$ cat src/rtl/spi_ctrl_pkg.sv
// Shared types and constants for the SPI register-write controller:
// FSM states, frame geometry and the PWM peripheral register map.
package spi_ctrl_pkg;

  typedef enum logic [1:0] {IDLE, SHIFT, HOLD, GAP} state_t;

  localparam int FRAME_W   = 16;
  localparam int RW_BIT    = FRAME_W - 1;
  localparam int BIT_CNT_W = $clog2(FRAME_W);

  localparam logic [6:0] ADDR_EN_OUT_7_0  = 7'h00;
  localparam logic [6:0] ADDR_EN_OUT_15_8 = 7'h01;
  localparam logic [6:0] ADDR_EN_PWM_7_0  = 7'h02;
  localparam logic [6:0] ADDR_EN_PWM_15_8 = 7'h03;
  localparam logic [6:0] ADDR_PWM_DUTY    = 7'h04;

endpackage

$ cat src/rtl/spi_reg_writer_if.sv
// Request/response bundle between a requester (master) and the SPI
// register writer (slave).
interface spi_reg_writer_if #(
  parameter int ADDR_W = 7,
  parameter int DATA_W = 8
);
  logic              req_valid;
  logic              req_ready;
  logic [ADDR_W-1:0] req_addr;
  logic [DATA_W-1:0] req_data;
  logic              req_rw;
  logic              busy;
  logic              done;
  logic [DATA_W-1:0] rsp_data;

  modport master (
    output req_valid, req_addr, req_data, req_rw,
    input  req_ready, busy, done, rsp_data
  );

  modport slave (
    input  req_valid, req_addr, req_data, req_rw,
    output req_ready, busy, done, rsp_data
  );
endinterface

$ cat src/rtl/spi_sclk_div.sv
// SCLK half-period divider: phase_tick marks the last clk cycle of each
// half-period while enabled; the counter reloads rather than wrapping.
module spi_sclk_div #(
  parameter int CLK_DIV = 4
) (
  input  logic clk,
  input  logic rst,
  input  logic en,
  output logic phase_tick
);
  localparam logic [7:0] RELOAD = 8'(CLK_DIV - 1);

  logic [7:0] cnt;

  always_ff @(posedge clk) begin
    if (rst || !en || cnt == 8'd0) cnt <= RELOAD;
    else                           cnt <= cnt - 8'd1;
  end

  assign phase_tick = en && (cnt == 8'd0);
endmodule

$ cat src/rtl/spi_reg_writer.sv
// SPI mode-0, MSB-first controller issuing 16-bit register frames.
// Optional read support is built when SPI_READ_EN is defined.
module spi_reg_writer
  import spi_ctrl_pkg::*;
#(
  parameter int CLK_DIV = 4,
  parameter int ADDR_W  = 7,
  parameter int DATA_W  = 8
) (
  input  logic            clk,
  input  logic            rst,
  spi_reg_writer_if.slave bus,
  output logic            sclk,
  output logic            copi,
  input  logic            cipo,
  output logic            ncs
);
  localparam logic [BIT_CNT_W-1:0] LAST_BIT = BIT_CNT_W'(FRAME_W - 1);

  state_t               state;
  logic [FRAME_W-1:0]   shreg;
  logic [BIT_CNT_W-1:0] bit_cnt;
  logic                 ready, busy_r, done_r;
  logic                 tick, accept, rw_bit;
  logic [FRAME_W-1:0]   frame_in;

  assign accept   = bus.req_valid && ready;
  assign frame_in = {rw_bit, bus.req_addr, bus.req_data};

  spi_sclk_div #(.CLK_DIV(CLK_DIV)) u_div (
    .clk        (clk),
    .rst        (rst),
    .en         (busy_r),
    .phase_tick (tick)
  );

  always_ff @(posedge clk) begin
    if (rst) begin
      state   <= IDLE;
      ncs     <= 1'b1;
      sclk    <= 1'b0;
      copi    <= 1'b0;
      ready   <= 1'b0;
      busy_r  <= 1'b0;
      done_r  <= 1'b0;
      shreg   <= '0;
      bit_cnt <= '0;
    end else begin
      done_r <= 1'b0;
      case (state)
        IDLE: begin
          if (accept) begin
            state   <= SHIFT;
            ncs     <= 1'b0;
            copi    <= frame_in[RW_BIT];
            shreg   <= frame_in;
            bit_cnt <= LAST_BIT;
            ready   <= 1'b0;
            busy_r  <= 1'b1;
          end else begin
            ready <= 1'b1;
          end
        end
        SHIFT: begin
          if (tick) begin
            if (!sclk) begin
              sclk <= 1'b1;
            end else begin
              // falling edge: advance to the next bit, or park on bit0
              sclk <= 1'b0;
              if (bit_cnt == '0) begin
                state <= HOLD;
              end else begin
                bit_cnt <= bit_cnt - 1'b1;
                shreg   <= {shreg[FRAME_W-2:0], 1'b0};
                copi    <= shreg[FRAME_W-2];
              end
            end
          end
        end
        HOLD: begin
          if (tick) begin
            state  <= GAP;
            ncs    <= 1'b1;
            done_r <= 1'b1;
          end
        end
        GAP: begin
          if (tick) begin
            state  <= IDLE;
            ready  <= 1'b1;
            busy_r <= 1'b0;
          end
        end
        default: state <= IDLE;
      endcase
    end
  end

  assign bus.req_ready = ready;
  assign bus.busy      = busy_r;
  assign bus.done      = done_r;

`ifdef SPI_READ_EN
  localparam logic [BIT_CNT_W-1:0] DATA_TOP = BIT_CNT_W'(DATA_W - 1);

  logic              rd_frame;
  logic [DATA_W-1:0] rx, rsp;

  assign rw_bit = bus.req_rw;

  always_ff @(posedge clk) begin
    if (rst) begin
      rd_frame <= 1'b0;
      rx       <= '0;
      rsp      <= '0;
    end else begin
      if (state == IDLE && accept) begin
        rd_frame <= !bus.req_rw;
        rx       <= '0;
      end
      // sample on the rising sclk edge of each data bit
      if (state == SHIFT && tick && !sclk && rd_frame && bit_cnt <= DATA_TOP)
        rx <= {rx[DATA_W-2:0], cipo};
      if (state == HOLD && tick && rd_frame)
        rsp <= rx;
    end
  end

  assign bus.rsp_data = rsp;
`else
  logic unused_rd;
  assign unused_rd    = &{1'b0, bus.req_rw, cipo};
  assign rw_bit       = 1'b1;
  assign bus.rsp_data = '0;
`endif

endmodule

$ cat src/flat_wrapper.sv
// flat-port wrapper written by rule: the top's interface ports become plain ports
module spi_reg_writer_flat import spi_ctrl_pkg::*;
#(
  parameter int CLK_DIV = 4,
  parameter int ADDR_W  = 7,
  parameter int DATA_W  = 8
)
  (clk, rst, sclk, copi, cipo, ncs, bus_req_valid, bus_req_addr, bus_req_data, bus_req_rw, bus_req_ready, bus_busy, bus_done, bus_rsp_data);
  spi_reg_writer_if #(.ADDR_W(ADDR_W), .DATA_W(DATA_W)) bus_i ();
  input  logic clk;
  input  logic rst;
  output logic sclk;
  output logic copi;
  input  logic cipo;
  output logic ncs;
  input wire logic [$bits(bus_i.req_valid)-1:0] bus_req_valid;
  input wire logic [$bits(bus_i.req_addr)-1:0] bus_req_addr;
  input wire logic [$bits(bus_i.req_data)-1:0] bus_req_data;
  input wire logic [$bits(bus_i.req_rw)-1:0] bus_req_rw;
  output wire logic [$bits(bus_i.req_ready)-1:0] bus_req_ready;
  output wire logic [$bits(bus_i.busy)-1:0] bus_busy;
  output wire logic [$bits(bus_i.done)-1:0] bus_done;
  output wire logic [$bits(bus_i.rsp_data)-1:0] bus_rsp_data;
  assign bus_i.req_valid = bus_req_valid;
  assign bus_i.req_addr = bus_req_addr;
  assign bus_i.req_data = bus_req_data;
  assign bus_i.req_rw = bus_req_rw;
  assign bus_req_ready = bus_i.req_ready;
  assign bus_busy = bus_i.busy;
  assign bus_done = bus_i.done;
  assign bus_rsp_data = bus_i.rsp_data;
  spi_reg_writer #(.CLK_DIV(CLK_DIV), .ADDR_W(ADDR_W), .DATA_W(DATA_W)) u_core (.clk(clk), .rst(rst), .bus(bus_i), .sclk(sclk), .copi(copi), .cipo(cipo), .ncs(ncs));
endmodule
$ cat config.mk
export PLATFORM = sky130hd
export DESIGN_NAME = spi_reg_writer_flat
export DESIGN_NICKNAME = d
export VERILOG_FILES = /design/src/rtl/spi_ctrl_pkg.sv /design/src/rtl/spi_reg_writer_if.sv /design/src/rtl/spi_sclk_div.sv /design/src/rtl/spi_reg_writer.sv /design/src/flat_wrapper.sv
export SDC_FILE = /design/constraint.sdc
export NUM_CORES = 1
export LEC_CHECK = 0
export ABC_AREA = 1
export BUFFER_PORTS_ARGS = -buffer_cell sky130_fd_sc_hd__buf_2
export CORE_ASPECT_RATIO = 1.5
export CORE_MARGIN = 4
export CORE_UTILIZATION = 25
export CTS_BUF_LIST = sky130_fd_sc_hd__clkbuf_8
export DETAILED_ROUTE_END_ITERATION = 7
export HOLD_SLACK_MARGIN = 0.06
export PLACE_DENSITY = 0.52
export SYNTH_ARGS = -nofsm -noshare
export SYNTH_HDL_FRONTEND = slang
export SYNTH_SLANG_ARGS = --single-unit
export TNS_END_PERCENT = 10
$ cat constraint.sdc
create_clock -name clk -period 3.8 [get_ports clk]
set_input_delay 0.76 -clock clk [delete_from_list [all_inputs] [get_ports clk]]
set_output_delay 0.76 -clock clk [all_outputs]
set_load 0.02 [all_outputs]
==> impl_metrics.csv <==
group,metric,value,unit
status,outcome,"complete, no violations",
detailed_routing,dr_total_vias,1688,
synthesis,synth_common_cells,"nand2_1 (73), dfxtp_1 (35), nand2_2 (24), a21oi_2 (20), nand3_1 (19)",
die,rows,41,
timing,timing.final.crit_period,2.31,ns
worst_setup_path,cp.required,3.95,ns
worst_setup_path,rrSetupSlack,1.49,ns
synthesis,netlist_area,2130,sq um
hold_path,hold_path.class,"reg2reg",
detailed_routing,routed_wirelength,4350,um
synthesis,ys_seq_elements,35,
timing,finalCritPeriodShare,60.7,%
power,p_int,0.000912,W
worst_setup_path,crit_path_end,"u_core.shreg[12]$_SDFFE_PP0P_",
synthesis,async_flop_share,0,%
timing,fin_skew,0.0126,ns
cells_and_area,regArea,701,sq um
die,ios,34,
worst_setup_path,cp-end-kind,"flip-flop",
timing,relSlewSlack,57.6,%
synthesis,synthCells,274,
worst_setup_path,startpoint,"u_core.state[1]$_SDFFE_PP0P_",
synthesis,yosysTopAreaCell,"dfxtp_1",
cells_and_area,n_antenna_cell,0,
synthesis,synth_most_common_cell,"nand2_1",
clock_tree,clk_latency,0.29,ns
run,drv_cap,0,
timing,holdWs,0.402,ns
worst_setup_path,start_kind,"flip-flop",
cells_and_area,layoutNonFillerInstCount,402,
synthesis,syn_avg_cell_area,7.77,sq um
synthesis,synth_ff_type,"dfxtp_1",
synthesis,ys_warn_count,0,
timing,rsz0062_at_grt,"no",
cells_and_area,fillers,933,
detailed_routing,route.detailed.drc,0,
worst_setup_path,worstSetupPathType,"reg2reg",
global_routing,gr-total-overflow,0,
detailed_routing,vias_per_cell,4.20,
timing,fmax,0.433,GHz
global_routing,use_met1,11.1,%
die,die_y,121,um
power,vdd_drop_max,0.246,mV
worst_setup_path,reg2reg_from,"u_core.state[1]$_SDFFE_PP0P_",
clock_tree,cts_max_path_buffers,2,
cells_and_area,multiInputGateArea,1180,sq um
clock_tree,clock_sinks,35,
synthesis,synth_area_leaders,"dfxtp_1 (33%), nand2_1 (13%), a21oi_2 (8.2%)",
power,p_sw,0.000671,W
detailed_routing,ant_nets,0,
clock_tree,htree_levels,2,
die,initial_core_util,25.5,%
power,comb_power_share,44.1,%
detailed_routing,first_pass_iters,4,
timing,tightest_slew,0.635,ns
timing,drv_slew,0,
detailed_routing,wl_per_cell,10.8,um
power,p_leak,1.01,nW
detailed_routing,drt_iter0_markers,32,
global_routing,grt_pass1_wl,7520,um
power,clockPowerShare,22.5,%
placement,port_buffers,23,
global_routing,grt_pass1_vias,1616,
cells_and_area,nets,321,
clock_tree,clk_pin_slew,0.08,ns
die,die-area,10100,sq um
cells_and_area,area_delta_synth_final,10.5,%
timing,final.setup.tns,0,ns
power,switching_share,42.4,%
worst_setup_path,reg2reg_to,"u_core.shreg[12]$_SDFFE_PP0P_",
timing,finalSetupViolations,0,
placement,place_inst,394,
timing,hold_viol,0,
synthesis,yosysSeqAreaShare,32.9,%
placement,gp_congestion,0.763,
global_routing,grt_util_met3,2.51,%
clock_tree,ctsResizeCount,0,
die,die_x,83.3,um
worst_setup_path,cp_max_fo,21,
placement,hpwl,2940,um
worst_setup_path,ff2ff_path_depth,11,
global_routing,grtUsageTotal,9.00,%
power,p_per_area,673,nW/um^2
clock_tree,postCtsHoldBufs,0,
global_routing,met2_usage,15.2,%
clock_tree,cts_setup_buffers,0,
synthesis,yosysTopAreaCellShare,32.9,%
clock_tree,cts_tree,"built",
clock_tree,cts_buffers,5,
global_routing,grt-busiest-layer,"met2",
synthesis,synth_edf_count,0,
power,p_seq_share,33.4,%
worst_setup_path,arrival,2.45,ns
global_routing,antenna_found_initial,0,
global_routing,grt_max_degree,24,
die,core_area,8360,sq um
synthesis,post_synth_num_cell_types,32,
cells_and_area,drive_gt1_share,35.9,%
clock_tree,cts-root-buf,"clkbuf_8",
metal layers:
| layer | up-vias | wire length (um) |
|---|---|---|
| met5 | - | 0 |
| met4 | 0 | 47 |
| met3 | 5 | 171 |
| met2 | 26 | 2060 |
| met1 | 770 | 2070 |
| li1 | 887 | - |
cells by family after synthesis:
logic type | after synthesis | share of synthesized area [%]
buf+inv | 43 | 12.8
simple gates | 154 | 37.8
other cells | 1 | 0.176
flops | 35 | 32.9
xor+xnor | 2 | 0.823
fa+ha+maj | 7 | 4.12
compound gates | 32 | 11.3
cell type report:
type / count / area share (%)
Inverter: 25 / 4.10
Tap cell: 107 / 5.69
Clock buffer: 6 / 3.51
Clock inverter: 2 / 1.49
Sequential cell: 35 / 29.8
Timing Repair Buffer: 24 / 5.21
Multi-Input combinational cell: 203 / 50.2
critical path, cell delays in order, from the launching register on:
cell and delay (ns):
dfxtp_1 0.38, inv_1 0.09, ha_1 0.18, buf_4 0.22, inv_2 0.32, nand2_1 0.10
nand2_1 0.10, nand2_2 0.06, inv_4 0.23, nand2_4 0.28, nand2_2 0.13, a21oi_2 0.05
worst min-delay path by stage:
stage,to,startpoint,cells after the start
after floorplan,u_core.u_div.cnt[0]$_SDFF_PP1_,u_core.u_div.cnt[0]$_SDFF_PP1_,1
after global placement,u_core.u_div.cnt[0]$_SDFF_PP1_,u_core.u_div.cnt[0]$_SDFF_PP1_,1
after detailed placement,u_core.u_div.cnt[0]$_SDFF_PP1_,u_core.u_div.cnt[0]$_SDFF_PP1_,1
after CTS,u_core.u_div.cnt[0]$_SDFF_PP1_,u_core.u_div.cnt[0]$_SDFF_PP1_,1
after global routing,u_core.u_div.cnt[0]$_SDFF_PP1_,u_core.u_div.cnt[0]$_SDFF_PP1_,1
final,u_core.u_div.cnt[0]$_SDFF_PP1_,u_core.u_div.cnt[0]$_SDFF_PP1_,1
registers in the layout, indices dropped and copies added, names as in the netlist:
name / flops
u_core.u_div.cnt: 8
u_core.ncs: 1
u_core.shreg: 15
u_core.bit_cnt: 4
u_core.state: 2
u_core.copi: 1
u_core.sclk: 1
u_core.bus.req_ready: 1
u_core.bus.done: 1
u_core.bus.busy: 1
power by group through the flow:
stage                     Clock [W]  Combinational (W)  Sequential [W]
after global routing       0.000381           0.000790        0.000540
after CTS                  0.000368           0.000709        0.000529
final                      0.000355           0.000698        0.000529
after floorplan                   0           0.000676        0.000543
after detailed placement          0           0.000705        0.000536
after global placement            0           0.000703        0.000534
cell usage in the layout, fill, tap and decap left out, types with 2 or more instances in the layout:
cell and instances:
xor2_1 2, nor2_2 3, nor2_1 12, conb_1 8, dfxtp_1 35, a21oi_1 6
nand2_1 73, nand3_2 10, o21ai_1 2, or2_2 3, nand2_2 24, a21oi_2 20
ha_1 7, inv_1 17, o21ai_0 2, nand3_1 19, nand4_1 4, nor2_4 2
clkbuf_8 6, inv_2 7, buf_2 23
stage by stage:
stage / instance area, sq um / setup WS, ns / util, % / total power [W]
floorplan: 2150 / 2.21 / - / 0.00122
global placement: 2230 / 1.49 / 26.7 / 0.00124
detailed placement: 2230 / 1.49 / 26.7 / 0.00124
CTS: 2350 / 1.46 / 28.1 / 0.00161
global route: 2350 / 1.28 / 28.1 / 0.00171
finish: 2350 / 1.49 / 28.1 / 0.00158
(Power assumes the default switching activity.)
